$ cat src/rtl/alu_cmd_sequencer.sv
// Command front-end for an 8-bit ALU: accepts one command per handshake, drives
// registered ALU inputs, iterates with Y fed back to A, and returns the result.
module alu_cmd_sequencer #(
  parameter int unsigned ALU_LAT = 0,
  parameter int unsigned REP_W   = 4
) (
  input  logic             clk,
  input  logic             rst_n,
  input  logic             cmd_valid,
  output logic             cmd_ready,
  input  logic [4:0]       cmd_sel,
  input  logic             cmd_cin,
  input  logic [7:0]       cmd_a,
  input  logic [7:0]       cmd_b,
  input  logic             cmd_use_acc,
  input  logic [REP_W-1:0] cmd_repeat,
  output logic [4:0]       alu_sel,
  output logic             alu_cin,
  output logic [7:0]       alu_a,
  output logic [7:0]       alu_b,
  input  logic [7:0]       alu_y,
  output logic             res_valid,
  input  logic             res_ready,
  output logic [7:0]       res_data,
  output logic [7:0]       acc,
  output logic             busy,
  output logic [7:0]       done_cnt
);

  typedef enum logic [1:0] {
    S_IDLE,
    S_WAIT,
    S_RESP
  } state_e;

  localparam logic [2:0] LAT = 3'(ALU_LAT);

  state_e           state_q, state_d;
  logic [4:0]       alu_sel_q, alu_sel_d;
  logic             alu_cin_q, alu_cin_d;
  logic [7:0]       alu_a_q, alu_a_d;
  logic [7:0]       alu_b_q, alu_b_d;
  logic [7:0]       acc_q, acc_d;
  logic [7:0]       res_data_q, res_data_d;
  logic [7:0]       done_cnt_q, done_cnt_d;
  logic [2:0]       wait_cnt_q, wait_cnt_d;
  logic [REP_W-1:0] rep_cnt_q, rep_cnt_d;

  always_comb begin
    state_d    = state_q;
    alu_sel_d  = alu_sel_q;
    alu_cin_d  = alu_cin_q;
    alu_a_d    = alu_a_q;
    alu_b_d    = alu_b_q;
    acc_d      = acc_q;
    res_data_d = res_data_q;
    done_cnt_d = done_cnt_q;
    wait_cnt_d = wait_cnt_q;
    rep_cnt_d  = rep_cnt_q;
    case (state_q)
      S_IDLE: begin
        if (cmd_valid) begin
          alu_sel_d  = cmd_sel;
          alu_cin_d  = cmd_cin;
          alu_b_d    = cmd_b;
          alu_a_d    = cmd_use_acc ? acc_q : cmd_a;
          rep_cnt_d  = cmd_repeat;
          wait_cnt_d = LAT;
          state_d    = S_WAIT;
        end
      end
      S_WAIT: begin
        if (wait_cnt_q != '0) begin
          wait_cnt_d = wait_cnt_q - 3'd1;
        end else begin
          acc_d = alu_y;
          if (rep_cnt_q == '0) begin
            res_data_d = alu_y;
            state_d    = S_RESP;
          end else begin
            // Feed Y back to A; sel, b and cin stay as loaded.
            alu_a_d    = alu_y;
            rep_cnt_d  = rep_cnt_q - 1'b1;
            wait_cnt_d = LAT;
          end
        end
      end
      S_RESP: begin
        if (res_ready) begin
          done_cnt_d = done_cnt_q + 8'd1;
          state_d    = S_IDLE;
        end
      end
      default: state_d = S_IDLE;
    endcase
  end

  always_ff @(posedge clk) begin
    if (!rst_n) begin
      state_q    <= S_IDLE;
      alu_sel_q  <= '0;
      alu_cin_q  <= 1'b0;
      alu_a_q    <= '0;
      alu_b_q    <= '0;
      acc_q      <= '0;
      res_data_q <= '0;
      done_cnt_q <= '0;
      wait_cnt_q <= '0;
      rep_cnt_q  <= '0;
    end else begin
      state_q    <= state_d;
      alu_sel_q  <= alu_sel_d;
      alu_cin_q  <= alu_cin_d;
      alu_a_q    <= alu_a_d;
      alu_b_q    <= alu_b_d;
      acc_q      <= acc_d;
      res_data_q <= res_data_d;
      done_cnt_q <= done_cnt_d;
      wait_cnt_q <= wait_cnt_d;
      rep_cnt_q  <= rep_cnt_d;
    end
  end

  assign cmd_ready = (state_q == S_IDLE);
  assign busy      = (state_q != S_IDLE);
  assign res_valid = (state_q == S_RESP);
  assign alu_sel   = alu_sel_q;
  assign alu_cin   = alu_cin_q;
  assign alu_a     = alu_a_q;
  assign alu_b     = alu_b_q;
  assign acc       = acc_q;
  assign res_data  = res_data_q;
  assign done_cnt  = done_cnt_q;

endmodule

$ cat config.mk
export PLATFORM = sky130hd
export DESIGN_NAME = alu_cmd_sequencer
export DESIGN_NICKNAME = d
export VERILOG_FILES = /design/src/rtl/alu_cmd_sequencer.sv
export SDC_FILE = /design/constraint.sdc
export NUM_CORES = 1
export LEC_CHECK = 0
export ABC_CLOCK_PERIOD_IN_PS = 1900
export CORE_MARGIN = 2
export CORE_UTILIZATION = 45
export CTS_CLUSTER_SIZE = 28
export DETAILED_ROUTE_END_ITERATION = 16
export PLACE_DENSITY_LB_ADDON = 0.1
export SYNTH_ARGS = -nofsm -noshare
export SYNTH_HDL_FRONTEND = slang
export SYNTH_SLANG_ARGS = --single-unit
$ cat constraint.sdc
create_clock -name clk -period 1.9 [get_ports clk]
set_input_delay 0.285 -clock clk [delete_from_list [all_inputs] [get_ports clk]]
set_output_delay 0.285 -clock clk [all_outputs]
set_load 0.05 [all_outputs]
==> impl_metrics.py, run 1 <==
metrics = {
    "outcome": {
        "status": "completed",
    },
    "worst_setup_path": {
        "r2r_setup_slack_ns": 0.19,
        "crit_family": "buffers and inverters",
        "criticalPathCategory": "flip-flop to output pin",
        "cpPeakStageDelay_ns": 0.84,
        "end_kind": "output pin",
        "critPathSlowestCell": "clkdlybuf4s50_1",
        "path_cells": "clkdlybuf4s50_1",
        "worst-path-buf-inv": 1,
        "critical_path_arrival_ns": 1.56,
        "crit_fanout": 6,
        "cp-start-kind": "flip-flop",
        "required_ns": 1.62,
    },
    "final_layout": {
        "fin_nets": 416,
        "stdcell_area_sq_um": 3600,
        "layout_commonest_cell": "clkdlybuf4s50_1",
        "postLayoutCoreUtil_pct": 65.7,
        "drive_gt1_share_pct": 8.00,
        "antenna_cells": 0,
        "layout_common_cells": "clkdlybuf4s50_1, nand2_1, dfxtp_1, a21boi_0, mux2i_1",
        "syn2layout_area_growth_pct": 42.4,
    },
    "grt": {
        "track_usage_pct": 19.1,
        "grt_pass1_vias": 2082,
        "grt_pass1_wl_microns": 9630,
        "overflow": 0,
        "grt_antenna_before_repair": 0,
        "grt_max_degree": 40,
    },
    "timing": {
        "rsz0062_at_grt": "false",
        "finalClockSkew_ns": 0.00804,
        "finalWorstSetupSlack_ns": 0.0522,
        "fin_tns_setup_ns": 0,
        "drv_slew": 0,
        "fmax_mhz": 541,
        "relSlewSlack_pct": 63.5,
        "finalHoldViolCount": 0,
        "setup_viol": 0,
        "tightest_slew_ns": 0.546,
        "period_needed_ns": 1.85,
        "fin_crit_sh_pct": 97.3,
    },
    "detailed_routing": {
        "postRouteWirelength_microns": 5880,
        "top_layer_used": "met4",
        "drc": 0,
        "wl_met1_microns": 2840,
        "first_pass_iters": 4,
        "wl_per_cell_microns": 13.2,
        "avgViaCountPerCell": 5.00,
        "drt_iter0_drc": 49,
        "route.met2.wl_microns": 2630,
        "dr_wl_met3_microns": 374,
        "ant_nets": 0,
        "num_vias": 2235,
    },
    "synth": {
        "synth_edf_count": 0,
        "synth_seq_cells": 55,
        "syn_avg_cell_area_sq_um": 8.77,
        "yosys_warnings": 0,
        "syn-num-nets": 330,
        "synth_ff_type": "dfxtp_1",
        "ys_seq_area_share_pct": 43.6,
        "netlist_area_sq_um": 2530,
        "ys_types": 42,
        "syn_inst": 288,
        "async_reset_ff_share_pct": 0,
    },
    "placed_design": {
        "port_buffers": 87,
        "finalWeightedCongestion": 0.878,
        "place_ws_ns": 0.101,
        "dp_hpwl_microns": 4220,
        "place_area_sq_um": 3500,
    },
    "floorplanning": {
        "die_area_sq_um": 6230,
        "core_area_sq_um": 5470,
        "die_h_microns": 78.9,
        "die_w_microns": 78.9,
        "io_pins": 88,
        "row_count": 27,
        "initial_core_util_pct": 46.2,
    },
    "power_and_ir_drop": {
        "p_leak_nw": 1.38,
        "power_density_nw_per_um2": 927,
        "vdd_drop_max_uv": 551,
    },
    "job": {
        "cap_viol_max_count": 0,
    },
    "clocking": {
        "cts_tree": "done",
        "cts_buffer_depth": 2,
        "cts.clk_slew.worst_paths_ns": 0.09,
        "cts_max_level": 2,
        "cts_setup_buffers": 0,
        "cts_made_buffers": 5,
        "clock_latency_ns": 0.31,
        "clock_tree.root_cell": "clkbuf_8",
        "clkSinkCount": 55,
    },
    "worst_hold_path": {
        "hold_class": "input port to flip-flop",
    },
}
registers in the layout (all words and copies together) (netlist names):
| name | cells |
|---|---|
| state_q | 2 |
| wait_cnt_q | 3 |
| alu_cin | 1 |
| rep_cnt_q | 4 |
| acc | 8 |
| alu_b | 8 |
| res_data | 8 |
| alu_a | 8 |
| alu_sel | 5 |
| done_cnt | 8 |
metrics by stage:
| stage | cells | power, W | hold slack (ns) |
|---|---|---|---|
| floorplan | 288 | 0.00227 | 0.420 |
| global placement | 439 | 0.00273 | 0.442 |
| detailed placement | 439 | 0.00273 | 0.449 |
| CTS | 447 | 0.00336 | 0.428 |
| global route | 447 | 0.00353 | 0.448 |
| finish | 447 | 0.00334 | 0.420 |
timing repair:
action	in CTS	in global routing
hold buffers	0	0
endpoints found under the setup margin	0	4
resized for setup	0	2
logic make-up (layout without fill, tap and decap cells):
logic type | after synthesis | in the layout | synth area share (%)
AND/OR/NAND/NOR | 124 | 124 | 23.4
AO/OA/AOI/OAI | 57 | 57 | 17.5
flip-flops | 55 | 55 | 43.6
adder cells (fa/ha/maj) | 3 | 3 | 1.49
multiplexers | 18 | 18 | 7.13
XOR/XNOR | 7 | 7 | 2.43
buffers and inverters | 24 | 111 | 4.41
metal layers:
| layer | global-route usage [%] | up-vias |
|---|---|---|
| met4 | 5.00 | 0 |
| met5 | 0 | - |
| met3 | 5.45 | 5 |
| met1 | 25.2 | 1011 |
| li1 | - | 1156 |
| met2 | 30.7 | 63 |
area by class of cell:
cell class,count,area [sq um]
Clock buffer,6,72.6
Multi-Input combinational cell,209,1320
Sequential cell,55,1100
Clock inverter,2,12.5
Inverter,5,18.8
Fill cell,490,1880
Timing Repair Buffer,98,981
Tap cell,72,90.1
cells in the mapped netlist (3+ instances only):
library cell / instances / area, sq um
nand2_1: 76 / 285
dfxtp_1: 55 / 1100
a21boi_0: 29 / 218
mux2i_1: 18 / 180
nand3_1: 10 / 50.1
and2_1: 9 / 56.3
o211ai_1: 9 / 67.6
buf_2: 8 / 40.0
clkbuf_1: 7 / 26.3
nor2b_1: 6 / 37.5
xnor2_1: 6 / 52.6
inv_1: 5 / 18.8
nand4_1: 5 / 31.3
a21boi_1: 4 / 30.0
buf_4: 3 / 22.5
ha_1: 3 / 37.5
nor2_1: 3 / 11.3
path summary, 6_finish.rpt:
kind,from,cells past startpoint,end
max reg2reg,rep_cnt_q[0]$_SDFFE_PN0P_,6,alu_a[0]$_SDFFE_PN0P_
min reg2reg,res_data[6]$_SDFFE_PN0P_,2,res_data[6]$_SDFFE_PN0P_
max,done_cnt[1]$_SDFFE_PN0P_,1,done_cnt[1]
min,rst_n,2,wait_cnt_q[1]$_SDFFE_PN0P_
power by group:
part	total (W)	internal (W)	switching (W)
clock	0.000626	0.000259	0.000368
combinational	0.00134	0.000527	0.000815
sequential	0.00137	0.00128	0.0000927
total	0.00334	0.00206	0.00128
Note: power is estimated with default switching activity, not from simulation.
==> inputs of run 2 (changes only) <==
--- a/config.mk
+++ b/config.mk
@@ -5,12 +5,11 @@
 export SDC_FILE = /design/constraint.sdc
 export NUM_CORES = 1
 export LEC_CHECK = 0
-export ABC_CLOCK_PERIOD_IN_PS = 1900
 export CORE_MARGIN = 2
 export CORE_UTILIZATION = 45
 export CTS_CLUSTER_SIZE = 28
 export DETAILED_ROUTE_END_ITERATION = 16
-export PLACE_DENSITY_LB_ADDON = 0.1
+export PLACE_DENSITY_LB_ADDON = 0.05
 export SYNTH_ARGS = -nofsm -noshare
 export SYNTH_HDL_FRONTEND = slang
 export SYNTH_SLANG_ARGS = --single-unit
==> constraint.sdc (replaced) <==
create_clock -name clk -period 2.2 [get_ports clk]
set_input_delay 0.33 -clock clk [delete_from_list [all_inputs] [get_ports clk]]
set_output_delay 0.33 -clock clk [all_outputs]
set_load 0.05 [all_outputs]
==> run 2 against run 1 <==
Sequential power decreased by 14%; wire length fell by 0.65%; utilization decreased by 1.6 points; non-clock buffer count down 5; die area is the same; clock power down 13%; first-iteration DRC count is 12% higher; clock skew is 0.0024 ns lower; sequential cell count stayed put; cell count shrank 1.1%; via count shrank 0.40%.
==> impl_metrics.py, run 2 (synthesized netlist as in run 1, its figures left out) <==
metrics = {
    "outcome": {
        "status": "completed",
    },
    "grt": {
        "track_usage_pct": 19.4,
        "overflow": 0,
        "grt_antenna_before_repair": 0,
        "grt_pass1_wl_microns": 9720,
        "grt_pass1_vias": 2058,
        "grt_max_degree": 27,
    },
    "worst_setup_path": {
        "required_ns": 1.87,
        "cpPeakStageDelay_ns": 0.84,
        "cp-start-kind": "flip-flop",
        "end_kind": "output pin",
        "critPathSlowestCell": "clkdlybuf4s50_1",
        "critical_path_arrival_ns": 1.59,
        "worst-path-buf-inv": 1,
        "crit_fanout": 6,
        "path_cells": "clkdlybuf4s50_1",
        "criticalPathCategory": "flip-flop to output pin",
        "crit_family": "buffers and inverters",
    },
    "clocking": {
        "post_cts_resized": 0,
        "cts_setup_buffers": 0,
        "clock_tree.root_cell": "clkbuf_8",
        "cts_made_buffers": 5,
        "cts_tree": "done",
        "cts_max_level": 2,
        "clock_latency_ns": 0.31,
        "cts.clk_slew.worst_paths_ns": 0.09,
        "cts_buffer_depth": 2,
        "cts_hold_buf": 0,
        "clkSinkCount": 55,
    },
    "detailed_routing": {
        "wl_per_cell_microns": 13.2,
        "drt_iter0_drc": 55,
        "first_pass_iters": 5,
        "num_vias": 2226,
        "avgViaCountPerCell": 5.04,
        "drc": 0,
        "postRouteWirelength_microns": 5850,
        "ant_nets": 0,
    },
    "placed_design": {
        "port_buffers": 87,
        "placed_cells": 434,
        "place_ws_ns": 0.339,
        "place_area_sq_um": 3430,
        "finalWeightedCongestion": 0.793,
        "dp_hpwl_microns": 4150,
    },
    "final_layout": {
        "finalNonFillerCells": 442,
        "syn2layout_area_growth_pct": 38.9,
        "multi_input_area_sq_um": 1310,
        "fin_nets": 411,
        "layout_commonest_cell": "clkdlybuf4s50_1",
        "n_fill_cell": 518,
        "layout_common_cells": "clkdlybuf4s50_1, nand2_1, dfxtp_1, a21boi_0, mux2i_1",
        "seq_area_sq_um": 1100,
        "stdcell_area_sq_um": 3510,
        "drive_gt1_share_pct": 5.95,
        "antenna_cells": 0,
    },
    "floorplanning": {
        "io_pins": 88,
        "die_area_sq_um": 6230,
        "core_area_sq_um": 5470,
        "initial_core_util_pct": 46.2,
        "row_count": 27,
        "die_h_microns": 78.9,
        "die_w_microns": 78.9,
    },
    "timing": {
        "fmax_mhz": 521,
        "tightest_slew_ns": 0.565,
        "setup_viol": 0,
        "relSlewSlack_pct": 62.3,
        "rsz0062_at_grt": "false",
        "fin_tns_setup_ns": 0,
        "finalWorstSetupSlack_ns": 0.282,
        "fin_crit_sh_pct": 87.2,
        "period_needed_ns": 1.92,
        "holdWs_ns": 0.437,
        "drv_slew": 0,
        "finalClockSkew_ns": 0.00567,
        "finalHoldViolCount": 0,
    },
    "job": {
        "cap_viol_max_count": 0,
    },
    "power_and_ir_drop": {
        "power_density_nw_per_um2": 806,
        "vdd_drop_max_uv": 406,
        "p_leak_nw": 1.33,
    },
    "worst_hold_path": {
        "hold_class": "input port to flip-flop",
    },
}
[run 2: cell count changes in the layout (fill, tap and decap cells not counted), sizes merged]
cell and delta:
buf -5, clkdlybuf4s50 +1, clkinvlp -1, clkbuf +1, dlymetal6s2s -1
[run 2: report_power, final]
group          switching (W)  total, W  internal [W]
combinational       0.000690   0.00111      0.000416
sequential         0.0000775   0.00118       0.00110
clock               0.000320  0.000545      0.000225
[run 2: worst paths after layout]
path	startpoint	to	slack, ns	cells after the start
worst min-delay path	rst_n	wait_cnt_q[0]$_SDFFE_PN0P_	0.44	2
worst max-delay path	done_cnt[0]$_SDFFE_PN0P_	done_cnt[0]	0.28	1
worst max register to register	state_q[1]$_SDFFE_PN0P_	res_data[1]$_SDFFE_PN0P_	0.41	5
worst min register to register	alu_b[0]$_SDFFE_PN0P_	alu_b[0]$_SDFFE_PN0P_	0.46	2
[run 2: metrics by stage]
step	util, %	power [W]
6_report	64.1	0.00283
5_1_grt	64.1	0.00299
4_1_cts	64.1	0.00286
3_5_place_dp	62.6	0.00231
3_3_place_gp	62.6	0.00230
2_1_floorplan	-	0.00196
[run 2: cell type report]
cell class,instances,area share (%)
well taps,72,2.57
repair buffers,93,25.7
clock inverters,1,0.143
multi-input cells,209,37.4
inverters,5,0.535
flip-flops and latches,55,31.4
clock buffers,7,2.18
[run 2: routing by layer]
| layer | part of all wire [%] | vias up | track usage, % |
|---|---|---|---|
| met3 | 7.2 | 6 | 5.80 |
| met1 | 46 | 1013 | 25.0 |
| met4 | 1.1 | 0 | 5.17 |
| met5 | 0 | - | 0 |
| met2 | 46 | 65 | 31.9 |
| li1 | - | 1142 | - |
